<file path="config.mk">
export PLATFORM = sky130hd
export DESIGN_NAME = multi_alarm_reporter
export DESIGN_NICKNAME = d
export VERILOG_FILES = /design/src/rtl/multi_alarm_reporter_pkg.sv /design/src/rtl/multi_alarm_reporter_bin2ascii2.sv /design/src/rtl/multi_alarm_reporter.sv
export SDC_FILE = /design/constraint.sdc
export NUM_CORES = 1
export LEC_CHECK = 0
export CAP_MARGIN = 20
export CORE_MARGIN = 5
export CORE_UTILIZATION = 49
export CTS_CLUSTER_DIAMETER = 60
export DETAILED_ROUTE_END_ITERATION = 10
export GPL_TIMING_DRIVEN = 0
export PLACE_DENSITY = 0.82
export SYNTH_ARGS = -nofsm -noshare
export SYNTH_HDL_FRONTEND = slang
export SYNTH_SLANG_ARGS = --single-unit
</file>
<file path="constraint.sdc">
create_clock -name clk -period 2.2 [get_ports clk]
set_clock_uncertainty 0.15 [all_clocks]
set_input_delay 0.22 -clock clk [delete_from_list [all_inputs] [get_ports clk]]
set_output_delay 0.22 -clock clk [all_outputs]
set_load 0.02 [all_outputs]
</file>
<file path="src/rtl/multi_alarm_reporter_pkg.sv">
// Shared constants for the alarm report path: frame layout, ASCII codes, FSM states.
// The alarm-setting parser uses the same ASCII codes, so a report frame loops back cleanly.
package multi_alarm_reporter_pkg;

  localparam int unsigned FRAME_LEN = 12;
  localparam int unsigned N_ALARMS  = 3;

  localparam logic [3:0] IDX_LAST = 4'(FRAME_LEN - 1);

  localparam logic [7:0] CH_H     = 8'h48;
  localparam logic [7:0] CH_COLON = 8'h3A;
  localparam logic [7:0] CH_LF    = 8'h0A;
  localparam logic [7:0] CH_ZERO  = 8'h30;

  typedef enum logic {
    R_IDLE = 1'b0,
    R_SEND = 1'b1
  } rstate_e;

endpackage

</file>
<file path="src/rtl/multi_alarm_reporter_bin2ascii2.sv">
// Binary 0..63 to two ASCII decimal digits (tens, units); purely combinational.
module bin2ascii2
  import multi_alarm_reporter_pkg::*;
(
  input  logic [5:0] bin_i,
  output logic [7:0] tens_o,
  output logic [7:0] units_o
);

  logic [5:0] tens;
  logic [5:0] units;

  assign tens    = bin_i / 6'd10;
  assign units   = bin_i % 6'd10;
  assign tens_o  = CH_ZERO + {2'b00, tens};
  assign units_o = CH_ZERO + {2'b00, units};

endmodule

</file>
<file path="src/rtl/multi_alarm_reporter.sv">
// Serializes a snapshotted alarm time as "Hn:HH:MM:SS\n" over a valid/ready byte link.
// Requests are latched in pend flags and served lowest alarm first.
module multi_alarm_reporter
  import multi_alarm_reporter_pkg::*;
(
  input  logic       clk,
  input  logic       rst,
  input  logic [4:0] hour1,
  input  logic [4:0] hour2,
  input  logic [4:0] hour3,
  input  logic [5:0] min1,
  input  logic [5:0] min2,
  input  logic [5:0] min3,
  input  logic [5:0] sec1,
  input  logic [5:0] sec2,
  input  logic [5:0] sec3,
  input  logic [2:0] req,
  input  logic       tx_ready,
  output logic [7:0] tx_data,
  output logic       tx_valid,
  output logic       busy,
  output logic       done
);

  rstate_e    state_q, state_d;
  logic [3:0] idx_q, idx_d;
  logic [2:0] pend_q, pend_d;
  logic [1:0] sel_q, sel_d;
  logic [5:0] hr_q, hr_d;
  logic [5:0] mn_q, mn_d;
  logic [5:0] sc_q, sc_d;
  logic       done_q, done_d;
  logic [2:0] clr;

  logic [7:0] hr_t, hr_u, mn_t, mn_u, sc_t, sc_u;

  bin2ascii2 u_hr (.bin_i(hr_q), .tens_o(hr_t), .units_o(hr_u));
  bin2ascii2 u_mn (.bin_i(mn_q), .tens_o(mn_t), .units_o(mn_u));
  bin2ascii2 u_sc (.bin_i(sc_q), .tens_o(sc_t), .units_o(sc_u));

  always_ff @(posedge clk or negedge rst) begin
    if (!rst) begin
      state_q <= R_IDLE;
      idx_q   <= 4'd0;
      pend_q  <= 3'b000;
      sel_q   <= 2'd0;
      hr_q    <= 6'd0;
      mn_q    <= 6'd0;
      sc_q    <= 6'd0;
      done_q  <= 1'b0;
    end else begin
      state_q <= state_d;
      idx_q   <= idx_d;
      pend_q  <= pend_d;
      sel_q   <= sel_d;
      hr_q    <= hr_d;
      mn_q    <= mn_d;
      sc_q    <= sc_d;
      done_q  <= done_d;
    end
  end

  always_comb begin
    state_d = state_q;
    idx_d   = idx_q;
    sel_d   = sel_q;
    hr_d    = hr_q;
    mn_d    = mn_q;
    sc_d    = sc_q;
    done_d  = 1'b0;
    clr     = 3'b000;
    case (state_q)
      R_IDLE: begin
        if (|pend_q) begin
          state_d = R_SEND;
          idx_d   = 4'd0;
          if (pend_q[0]) begin
            clr = 3'b001; sel_d = 2'd1;
            hr_d = {1'b0, hour1}; mn_d = min1; sc_d = sec1;
          end else if (pend_q[1]) begin
            clr = 3'b010; sel_d = 2'd2;
            hr_d = {1'b0, hour2}; mn_d = min2; sc_d = sec2;
          end else begin
            clr = 3'b100; sel_d = 2'd3;
            hr_d = {1'b0, hour3}; mn_d = min3; sc_d = sec3;
          end
        end
      end
      R_SEND: begin
        if (tx_ready) begin
          if (idx_q == IDX_LAST) begin
            state_d = R_IDLE;
            done_d  = 1'b1;
          end else begin
            idx_d = idx_q + 4'd1;
          end
        end
      end
      default: state_d = R_IDLE;
    endcase
    // A request arriving in the clearing cycle keeps its flag set.
    pend_d = (pend_q & ~clr) | req;
  end

  always_comb begin
    tx_data  = 8'h00;
    tx_valid = (state_q == R_SEND);
    busy     = (state_q == R_SEND);
    if (state_q == R_SEND) begin
      case (idx_q)
        4'd0:  tx_data = CH_H;
        4'd1:  tx_data = CH_ZERO + {6'b0, sel_q};
        4'd2:  tx_data = CH_COLON;
        4'd3:  tx_data = hr_t;
        4'd4:  tx_data = hr_u;
        4'd5:  tx_data = CH_COLON;
        4'd6:  tx_data = mn_t;
        4'd7:  tx_data = mn_u;
        4'd8:  tx_data = CH_COLON;
        4'd9:  tx_data = sc_t;
        4'd10: tx_data = sc_u;
        4'd11: tx_data = CH_LF;
        default: tx_data = 8'h00;
      endcase
    end
  end

  assign done = done_q;

endmodule

</file>
==> impl_metrics.csv, run 1 <==
group,metric,value,unit
critical_path,r2r-end,"idx_q[3]$_DFFE_PN0P_",
yosys,synth.distinct_cells,54,
critical_path,worst-path-stages,9,
yosys,synth_area_leaders,"dfrtp_1 (29%), mux2i_1 (7.9%), o21ai_0 (7.3%)",
clocking,tritoncts,"built",
drt,first_iter_violations,172,
yosys,synth_top_area_share,29.0,%
clocking,cts-buffers-inserted,3,
timing,tightest_slew,0.639,ns
timing,fin_crit_sh,113,%
critical_path,crit_end,"tx_data[2]",
critical_path,path_class,"register to output port",
critical_path,crit_required,1.83,ns
drt,ant_nets,0,
critical_path,worstPathArrival,2.11,ns
finish,syn2layout_area_growth,44.6,%
global_routing,grt_pass1_wl,10600,um
timing,hold_slack,0.142,ns
drt,route.detailed.drc,0,
floorplanning,std_cell_rows,25,
drt,drt-total-wl,6750,um
critical_path,worstRegToRegCells,7,
critical_path,critical-path-top-delay-family,"simple AND/OR/NAND/NOR gates",
global_routing,antenna_found_initial,0,
critical_path,start_kind,"register",
drt,routed-via-count,2534,
floorplanning,fp.dieW,80.2,um
placement,hpwl,5070,um
timing,rsz0062_at_grt,"true",
global_routing,grt_start_max_net_pins,20,
finish,fin_area,3490,um^2
yosys,ys_seq_area_share,29.0,%
timing,hold_viol,0,
floorplanning,io_pins,68,
yosys,synth_edf_count,0,
critical_path,cp_cell_sequence,"nor2b_2, a21oi_4, ha_4, nand2_1, a221oi_2, nor2_1, nor3_2, o21ai_1, buf_4",
critical_path,startpoint,"hr_q[2]$_DFFE_PN0P_",
critical_path,slowest_delay,0.42,ns
pwr,ir_drop,0.000560,V
clocking,cts_hold_buf,0,
critical_path,r2r_setup_slack,0.31,ns
drt,wire_per_inst,14.3,um
finish,instances_no_fill,471,
timing,relSlewSlack,57.2,%
yosys,syn_inst,322,
pwr,power.density,1250,nW/um^2
clocking,clkTransAtPathRegs,0.10,ns
yosys,synthesis.nets,386,
timing,finalCriticalPeriod,2.48,ns
yosys,avgSynthCellArea,7.50,um^2
yosys,synthFlopType,"dfrtp_1",
global_routing,grt_pass1_vias,2351,
clocking,cts.sinks,28,
yosys,synth_area,2410,um^2
floorplanning,start_util,50.8,%
finish,diodes,0,
timing,tns,-1.17,ns
timing,fmax,0.403,GHz
critical_path,cp.buffers_inverters,1,
placement,place_congestion,0.866,
clocking,cts_max_level,1,
critical_path,slowest_stage,"dfrtp_1",
drt,viasPerCell,5.38,
finish,nets,469,
clocking,cts_root_buffer,"clkbuf_8",
floorplanning,die_area,6430,um^2
yosys,synth_top_area_cell,"dfrtp_1",
outcome,violations,"setup timing",
placement,portBuffers,66,
critical_path,cp_max_fo,3,
outcome,status,"complete, but fails checks",
critical_path,r2r_start,"idx_q[0]$_DFFE_PN0P_",
global_routing,overflow,0,
finish,final_layout_size_suffix_gt1_share,19.6,%
finish,final_common_cell,"clkdlybuf4s50_1",
clocking,cts_buffer_depth,2,
finish,most-common-layout-cells,"clkdlybuf4s50_1 (59), nor2_1 (40), nand2_1 (40)",
placement,numPlacedInstances,456,
critical_path,worstSetupEndpointType,"output port",
pwr,p_total,4370,uW
clocking,insertion_delay,0.28,ns
timing,slew_violations,0,
yosys,synthArstFlopShare,100,%
global_routing,track_usage,20.4,%
yosys,yosys_warnings,0,
floorplanning,coreArea,4750,um^2
floorplanning,die_h,80.2,um
run,drv_cap,0,
yosys,ys_seq_elements,28,
drt,dr.pass1.iters,4,
pwr,leakagePower,0.00155,uW
timing,finalSetupViolations,6,
placement,placed_area,3190,um^2
worst_hold_path,holdCritPathClass,"input port to asynchronous set/reset pin",
timing,setup_slack,-0.279,ns
-- timing repair --
| item | in CTS | in global routing |
|---|---|---|
| endpoints found under the setup margin | 7 | 7 |
| pin swaps | 9 | 5 |
| gates resized for setup | 60 | 18 |
| setup buffers | 6 | 6 |
-- final cells by class --
cell class	count	area (um^2)
Timing Repair Buffer	79	766
Inverter	6	22.5
Buffer	24	149
Sequential cell	28	704
Fill cell	390	1260
Clock buffer	3	41.3
Clock inverter	1	30.0
Tap cell	67	83.8
Multi-Input combinational cell	263	1700
-- worst min-delay path by stage --
stage	to	slack, ns	depth (start not counted)
4_1_cts	pend_q[2]$_DFF_PN0_	0.16	1
3_5_place_dp	sel_q[1]$_DFFE_PN0P_	0.34	2
3_3_place_gp	sel_q[1]$_DFFE_PN0P_	0.32	2
6_report	busy$_DFF_PN0_	0.14	1
5_1_grt	busy$_DFF_PN0_	0.17	1
2_1_floorplan	busy$_DFF_PN0_	-0.23	0
-- synthesized netlist by cell type (3+ instances only) --
cell and count:
nand2_1 42, nor2_1 42, o21ai_0 35, a21oi_1 28, dfrtp_1 28, mux2i_1 19, buf_2 10, nor2b_1 9
ha_1 7, nand3_1 7, nor3_1 7, o21ai_1 7, clkbuf_1 6, inv_1 6, xnor2_1 5, buf_4 4
a22oi_1 3, a31oi_1 3, mux2_2 3, nand2b_1 3, o2111ai_1 3, xor2_1 3
-- metal layers --
metal  wire, um  vias to the layer above  track usage [%]  part of all wire, %
li1           -                     1290                -                    -
met1       2960                     1147             28.1                   44
met3        439                        7             2.13                  6.5
met4         82                        0             6.25                  1.2
met2       3270                       90             33.5                   48
met5          0                        -                0                    0
-- metrics by stage --
step | worst slack [ns] | util (%)
floorplan | 0.0847 | -
global placement | -0.530 | 66.4
detailed placement | -0.579 | 67.0
CTS | -0.203 | 71.0
global route | -0.349 | 73.4
finish | -0.279 | 73.4
-- flip-flops by register name, summed over array words and instances (netlist names) --
name,cells
mn_q,6
sc_q,6
hr_q,5
idx_q,4
pend_q,3
sel_q,2
busy,1
done,1
-- report_power, final --
group	internal [uW]	switching [uW]	leakage [uW]	total [uW]
clock	244	162	0.0000357	406
sequential	726	210	0.000311	936
combinational	1430	1600	0.00121	3030
total	2400	1970	0.00155	4370
-- logic make-up (layout without fill, tap and decap cells) --
logic type               Yosys count  count (layout)  synth area share (%)
buffers and inverters             31             113                  7.05
AO/OA/AOI/OAI                     97              97                  23.3
XOR/XNOR                           8               8                  2.90
flip-flops                        28              28                  29.0
AND/OR/NAND/NOR                  126             126                  24.1
other                              2               2                 0.311
multiplexers                      22              22                  9.27
adder cells (fa/ha/maj)            8               8                  4.09
Power figures use the tool's default switching activity.
==> inputs of run 2 (changes only) <==
TNS_END_PERCENT = 20   (was not set)
==> run 2 against run 1 <==
Core utilization decreased by 2.2 points. Critical path depth unchanged. Final cell count decreased by 0.85%. Sequential power about the same. Maximum frequency increased by 1.4%. Global-route usage decreased by 0.12 points. The run still ends with setup timing left. Non-clock buffer count decreased by 4. Clock-buffer cell count unchanged. Final area decreased by 3.0%. Register-to-register slack got worse by 0.05 ns. Largest cell class unchanged. Die area unchanged. Sequential share of layout area increased by 0.55 points.
==> impl_metrics.csv, run 2 (synthesis gave the netlist of run 1 again) <==
group,metric,value,unit
outcome,status,"complete, but fails checks",
outcome,violations,"setup timing",
drt,first_iter_violations,186,
placement,place_congestion,0.866,
clocking,clkTransAtPathRegs,0.10,ns
drt,drt-total-wl,6580,um
floorplanning,die_h,80.2,um
floorplanning,start_util,50.8,%
finish,final_common_cell,"clkdlybuf4s50_1",
finish,final_layout_size_suffix_gt1_share,15.8,%
finish,syn2layout_area_growth,40.3,%
clocking,cts_hold_buf,0,
floorplanning,coreArea,4750,um^2
pwr,power_frac_comb,67.7,%
critical_path,worstSetupEndpointType,"output port",
global_routing,track_usage,20.3,%
placement,portBuffers,66,
pwr,leakagePower,0.00152,uW
timing,tns,-1.14,ns
critical_path,path_class,"register to output port",
finish,diodes,0,
worst_hold_path,holdCritPathClass,"input port to asynchronous set/reset pin",
drt,viasPerCell,5.48,
timing,rsz0062_at_grt,"true",
floorplanning,die_area,6430,um^2
critical_path,startpoint,"hr_q[2]$_DFFE_PN0P_",
global_routing,grt_start_max_net_pins,20,
timing,setup_slack,-0.244,ns
pwr,ir_drop,0.000527,V
pwr,pwr-share-seq,22.6,%
global_routing,overflow,0,
timing,tightest_slew,0.626,ns
pwr,power.density,1220,nW/um^2
clocking,cts-buffers-inserted,3,
clocking,cts_buffer_depth,2,
clocking,insertion_delay,0.27,ns
floorplanning,fp.dieW,80.2,um
drt,wire_per_inst,14.1,um
clocking,tritoncts,"built",
timing,slew_violations,0,
critical_path,worstPathArrival,2.07,ns
clocking,cts_max_level,1,
critical_path,r2r_setup_slack,0.26,ns
clocking,cts_root_buffer,"clkbuf_8",
pwr,p_switching,1870,uW
timing,fmax,0.409,GHz
finish,most-common-layout-cells,"clkdlybuf4s50_1 (59), nor2_1 (41), nand2_1 (41)",
pwr,p_total,4140,uW
timing,relSlewSlack,58.1,%
finish,nets,465,
timing,finalSetupViolations,6,
drt,routed-via-count,2557,
global_routing,grt_pass1_wl,10600,um
placement,placed_area,3190,um^2
run,drv_cap,0,
pwr,p_clk_share,9.7,%
critical_path,start_kind,"register",
drt,dr.pass1.iters,5,
timing,hold_slack,0.150,ns
placement,hpwl,5070,um
timing,finalCriticalPeriod,2.44,ns
floorplanning,io_pins,68,
timing,hold_viol,0,
finish,reg_top3,"mn_q: 6 flops, sc_q: 6 flops, hr_q: 5 flops",
finish,fin_area,3390,um^2
pwr,switching_share,45.2,%
timing,fin_crit_sh,111,%
clocking,cts.sinks,28,
drt,ant_nets,0,
global_routing,antenna_found_initial,0,
critical_path,cp_max_fo,3,
global_routing,grt_pass1_vias,2359,
critical_path,r2r_start,"busy$_DFF_PN0_",
drt,route.detailed.drc,0,
floorplanning,std_cell_rows,25,
pwr,p_int,2270,uW
critical_path,crit_required,1.83,ns
run 2: cell types whose count changed in the layout (fill, tap and decap cells not counted), moves of 2 or more:
cell	before	now
buf_2	9	11
buf_4	22	17
dfrtp_1	25	27
dfrtp_2	3	1
ha_1	2	4
ha_4	4	2
o21ai_0	31	33
o21ai_2	3	1
run 2: worst paths after layout:
check                                        to  cells past startpoint
min in group clk            pend_q[1]$_DFF_PN0_                      2
setup / recovery                     tx_data[2]                      9
hold reg to reg            sel_q[1]$_DFFE_PN0P_                      2
setup reg to reg           idx_q[0]$_DFFE_PN0P_                      4
max in group asynchronous   mn_q[4]$_DFFE_PN0P_                      2
hold / removal                   busy$_DFF_PN0_                      1
run 2: what timing repair did:
action	in CTS	in global routing
buffers inserted	5	2
endpoints found under the setup margin	7	7
pin swaps	5	3
gates resized for setup	49	12
run 2: area by class of cell:
cell class              count  area (um^2)
plain buffers              25          150
clock buffers               3         41.3
clock inverters             1         30.0
fillers                   403         1370
inverters                   6         22.5
multi-input cells         263         1640
flip-flops and latches     28          702
well taps                  67         83.8
repair buffers             74          718
run 2: routing by layer:
layer | GRT usage, % | up-vias | part of all wire [%]
li1 | - | 1278 | -
met1 | 27.8 | 1175 | 44
met2 | 33.7 | 90 | 48
met3 | 1.91 | 14 | 6.6
met4 | 6.25 | 0 | 1.9
met5 | 0 | - | 0
run 2: stage by stage:
step	cells	setup WS (ns)	util, %
final	467	-0.244	71.2
after global routing	467	-0.359	71.2
after global placement	455	-0.530	66.4
after detailed placement	456	-0.579	67.0
after CTS	465	-0.203	69.9
after floorplan	322	0.0847	-
run 2: critical path, stage by stage (launching register included):
cell	delay [ns]
dfrtp_1	0.42
nor2b_2	0.21
a21oi_4	0.10
ha_4	0.29
nand2_1	0.07
a221oi_2	0.25
nor2_1	0.08
nor3_2	0.13
o21ai_1	0.08
buf_4	0.16
run 2: power groups by stage:
stage          clock, uW  combinational (uW)  sequential, uW
6_report             403                2800             934
5_1_grt              431                3100             959
4_1_cts              409                2630             910
3_5_place_dp           0                2530             926
3_3_place_gp           0                2460             910
2_1_floorplan          0                1860             874
==> inputs of run 3 (changes only) <==
CORE_ASPECT_RATIO = 0.75   (was not set)
==> run 3 against run 2 <==
The flow still finishes with violations (setup timing). Register-to-register slack better by 0.02 ns. Sequential share of layout area up 0.35 points. Via count up 0.27%. Core utilization down 2.6 points. Flip-flop and latch count unchanged. Critical path depth unchanged. Wire length up 5.5%. Non-clock buffer count down 2. Final area down 1.8%.
==> impl_metrics.csv, run 3 (synthesis gave the netlist of run 1 again) <==
group,metric,value,unit
critical_path,start_kind,"register",
placement,hpwl,5440,um
pwr,power.density,1220,nW/um^2
pwr,p_total,4050,uW
global_routing,overflow,0,
pwr,leakagePower,0.00149,uW
clocking,cts_max_level,1,
timing,rsz0062_at_grt,"true",
global_routing,grt_pass1_wl,11500,um
floorplanning,die_area,6450,um^2
clocking,cts_root_buffer,"clkbuf_8",
global_routing,grtUsageMet2,35.1,%
timing,tightest_slew,0.613,ns
run,drv_cap,0,
clocking,clkTransAtPathRegs,0.10,ns
timing,finalCriticalPeriod,2.51,ns
critical_path,cp_max_fo,4,
global_routing,use_met1,29.5,%
timing,setup_slack,-0.308,ns
clocking,tritoncts,"built",
critical_path,worstSetupEndpointType,"output port",
timing,fin_crit_sh,114,%
critical_path,worstPathArrival,2.14,ns
clocking,cts-buffers-inserted,3,
floorplanning,fp.dieW,91.1,um
finish,syn2layout_area_growth,37.7,%
critical_path,r2r_start,"busy$_DFF_PN0_",
finish,instances_no_fill,458,
drt,routed-via-count,2564,
global_routing,gr-usage-met3,4.89,%
pwr,ir_drop,0.000793,V
global_routing,gr-max-usage-layer,"met2",
finish,utilization,68.6,%
finish,final_common_cell,"clkdlybuf4s50_1",
global_routing,track_usage,21.4,%
placement,place_congestion,0.833,
global_routing,grt_start_max_net_pins,19,
floorplanning,start_util,49.8,%
finish,diodes,0,
critical_path,r2r_setup_slack,0.28,ns
timing,tns,-1.20,ns
placement,numPlacedInstances,449,
floorplanning,die_h,70.8,um
floorplanning,std_cell_rows,22,
timing,slew_violations,0,
finish,nets,463,
clocking,cts_buffer_depth,2,
global_routing,antenna_found_initial,0,
clocking,cts.sinks,28,
timing,finalSetupViolations,6,
timing,fmax,0.399,GHz
finish,final_layout_size_suffix_gt1_share,14.3,%
floorplanning,io_pins,68,
finish,reg_top3,"mn_q: 6 flops, sc_q: 6 flops, hr_q: 5 flops",
clocking,insertion_delay,0.28,ns
critical_path,path_class,"register to output port",
clocking,cts_hold_buf,0,
timing,relSlewSlack,59.0,%
drt,wire_per_inst,15.1,um
global_routing,grt_pass1_vias,2434,
drt,dr.pass1.iters,4,
critical_path,startpoint,"hr_q[4]$_DFFE_PN0P_",
placement,portBuffers,66,
drt,first_iter_violations,167,
floorplanning,coreArea,4840,um^2
finish,most-common-layout-cells,"clkdlybuf4s50_1 (59), nand2_1 (42), nor2_1 (42)",
drt,ant_nets,0,
placement,place_ws,-0.633,ns
critical_path,crit_required,1.83,ns
worst_hold_path,holdCritPathClass,"input port to asynchronous set/reset pin",
drt,viasPerCell,5.60,
drt,route.detailed.drc,0,
outcome,violations,"setup timing",
outcome,status,"complete, but fails checks",
timing,hold_viol,0,
drt,drt-total-wl,6940,um
run 3: area by class of cell:
class | count | area (um^2)
clock inverters | 1 | 30.0
flip-flops and latches | 28 | 701
clock buffers | 3 | 41.3
plain buffers | 25 | 150
inverters | 6 | 22.5
multi-input cells | 263 | 1610
fillers | 426 | 1520
well taps | 60 | 75.1
repair buffers | 72 | 696
run 3: report_power, final:
part           switching (uW)  leakage (uW)  internal [uW]  total [uW]
registers                 225      0.000314            721         947
clock network             163     0.0000357            244         406
logic                    1500       0.00114           1200        2690
run 3: worst paths after layout:
kind,cells after the start,end
setup / recovery,9,tx_data[2]
hold / removal,1,pend_q[2]$_DFF_PN0_
setup reg to reg,4,idx_q[0]$_DFFE_PN0P_
hold reg to reg,2,hr_q[0]$_DFFE_PN0P_
max in group asynchronous,2,mn_q[4]$_DFFE_PN0P_
min in group clk,2,pend_q[0]$_DFF_PN0_
run 3: worst max-delay path, cell delays in order (launching register included):
cell      delay [ns]
dfrtp_1         0.43
and2b_2         0.25
a21oi_2         0.04
ha_1            0.31
nand2_1         0.08
a221oi_2        0.30
nor2_1          0.08
nor3_2          0.14
o21ai_1         0.07
buf_2           0.16
run 3: what timing repair did:
action                                 CTS  global route
buffers inserted                         5             0
resized for setup                       47             4
setup endpoints to repair                7             7
gates cloned                             0             0
pin swaps                                5             0
endpoints found under the hold margin    0             0
run 3: metrics by stage:
step / area, um^2 / hold WS (ns)
floorplan: 2410 / -0.226
global placement: 3150 / 0.351
detailed placement: 3180 / 0.364
CTS: 3320 / 0.184
global route: 3320 / 0.213
finish: 3320 / 0.165
run 3: per-layer routing:
metal / wire [um] / vias to the layer above
li1: - / 1277
met1: 3030 / 1176
met2: 3100 / 102
met3: 753 / 9
met4: 50 / 0
met5: 0 / -
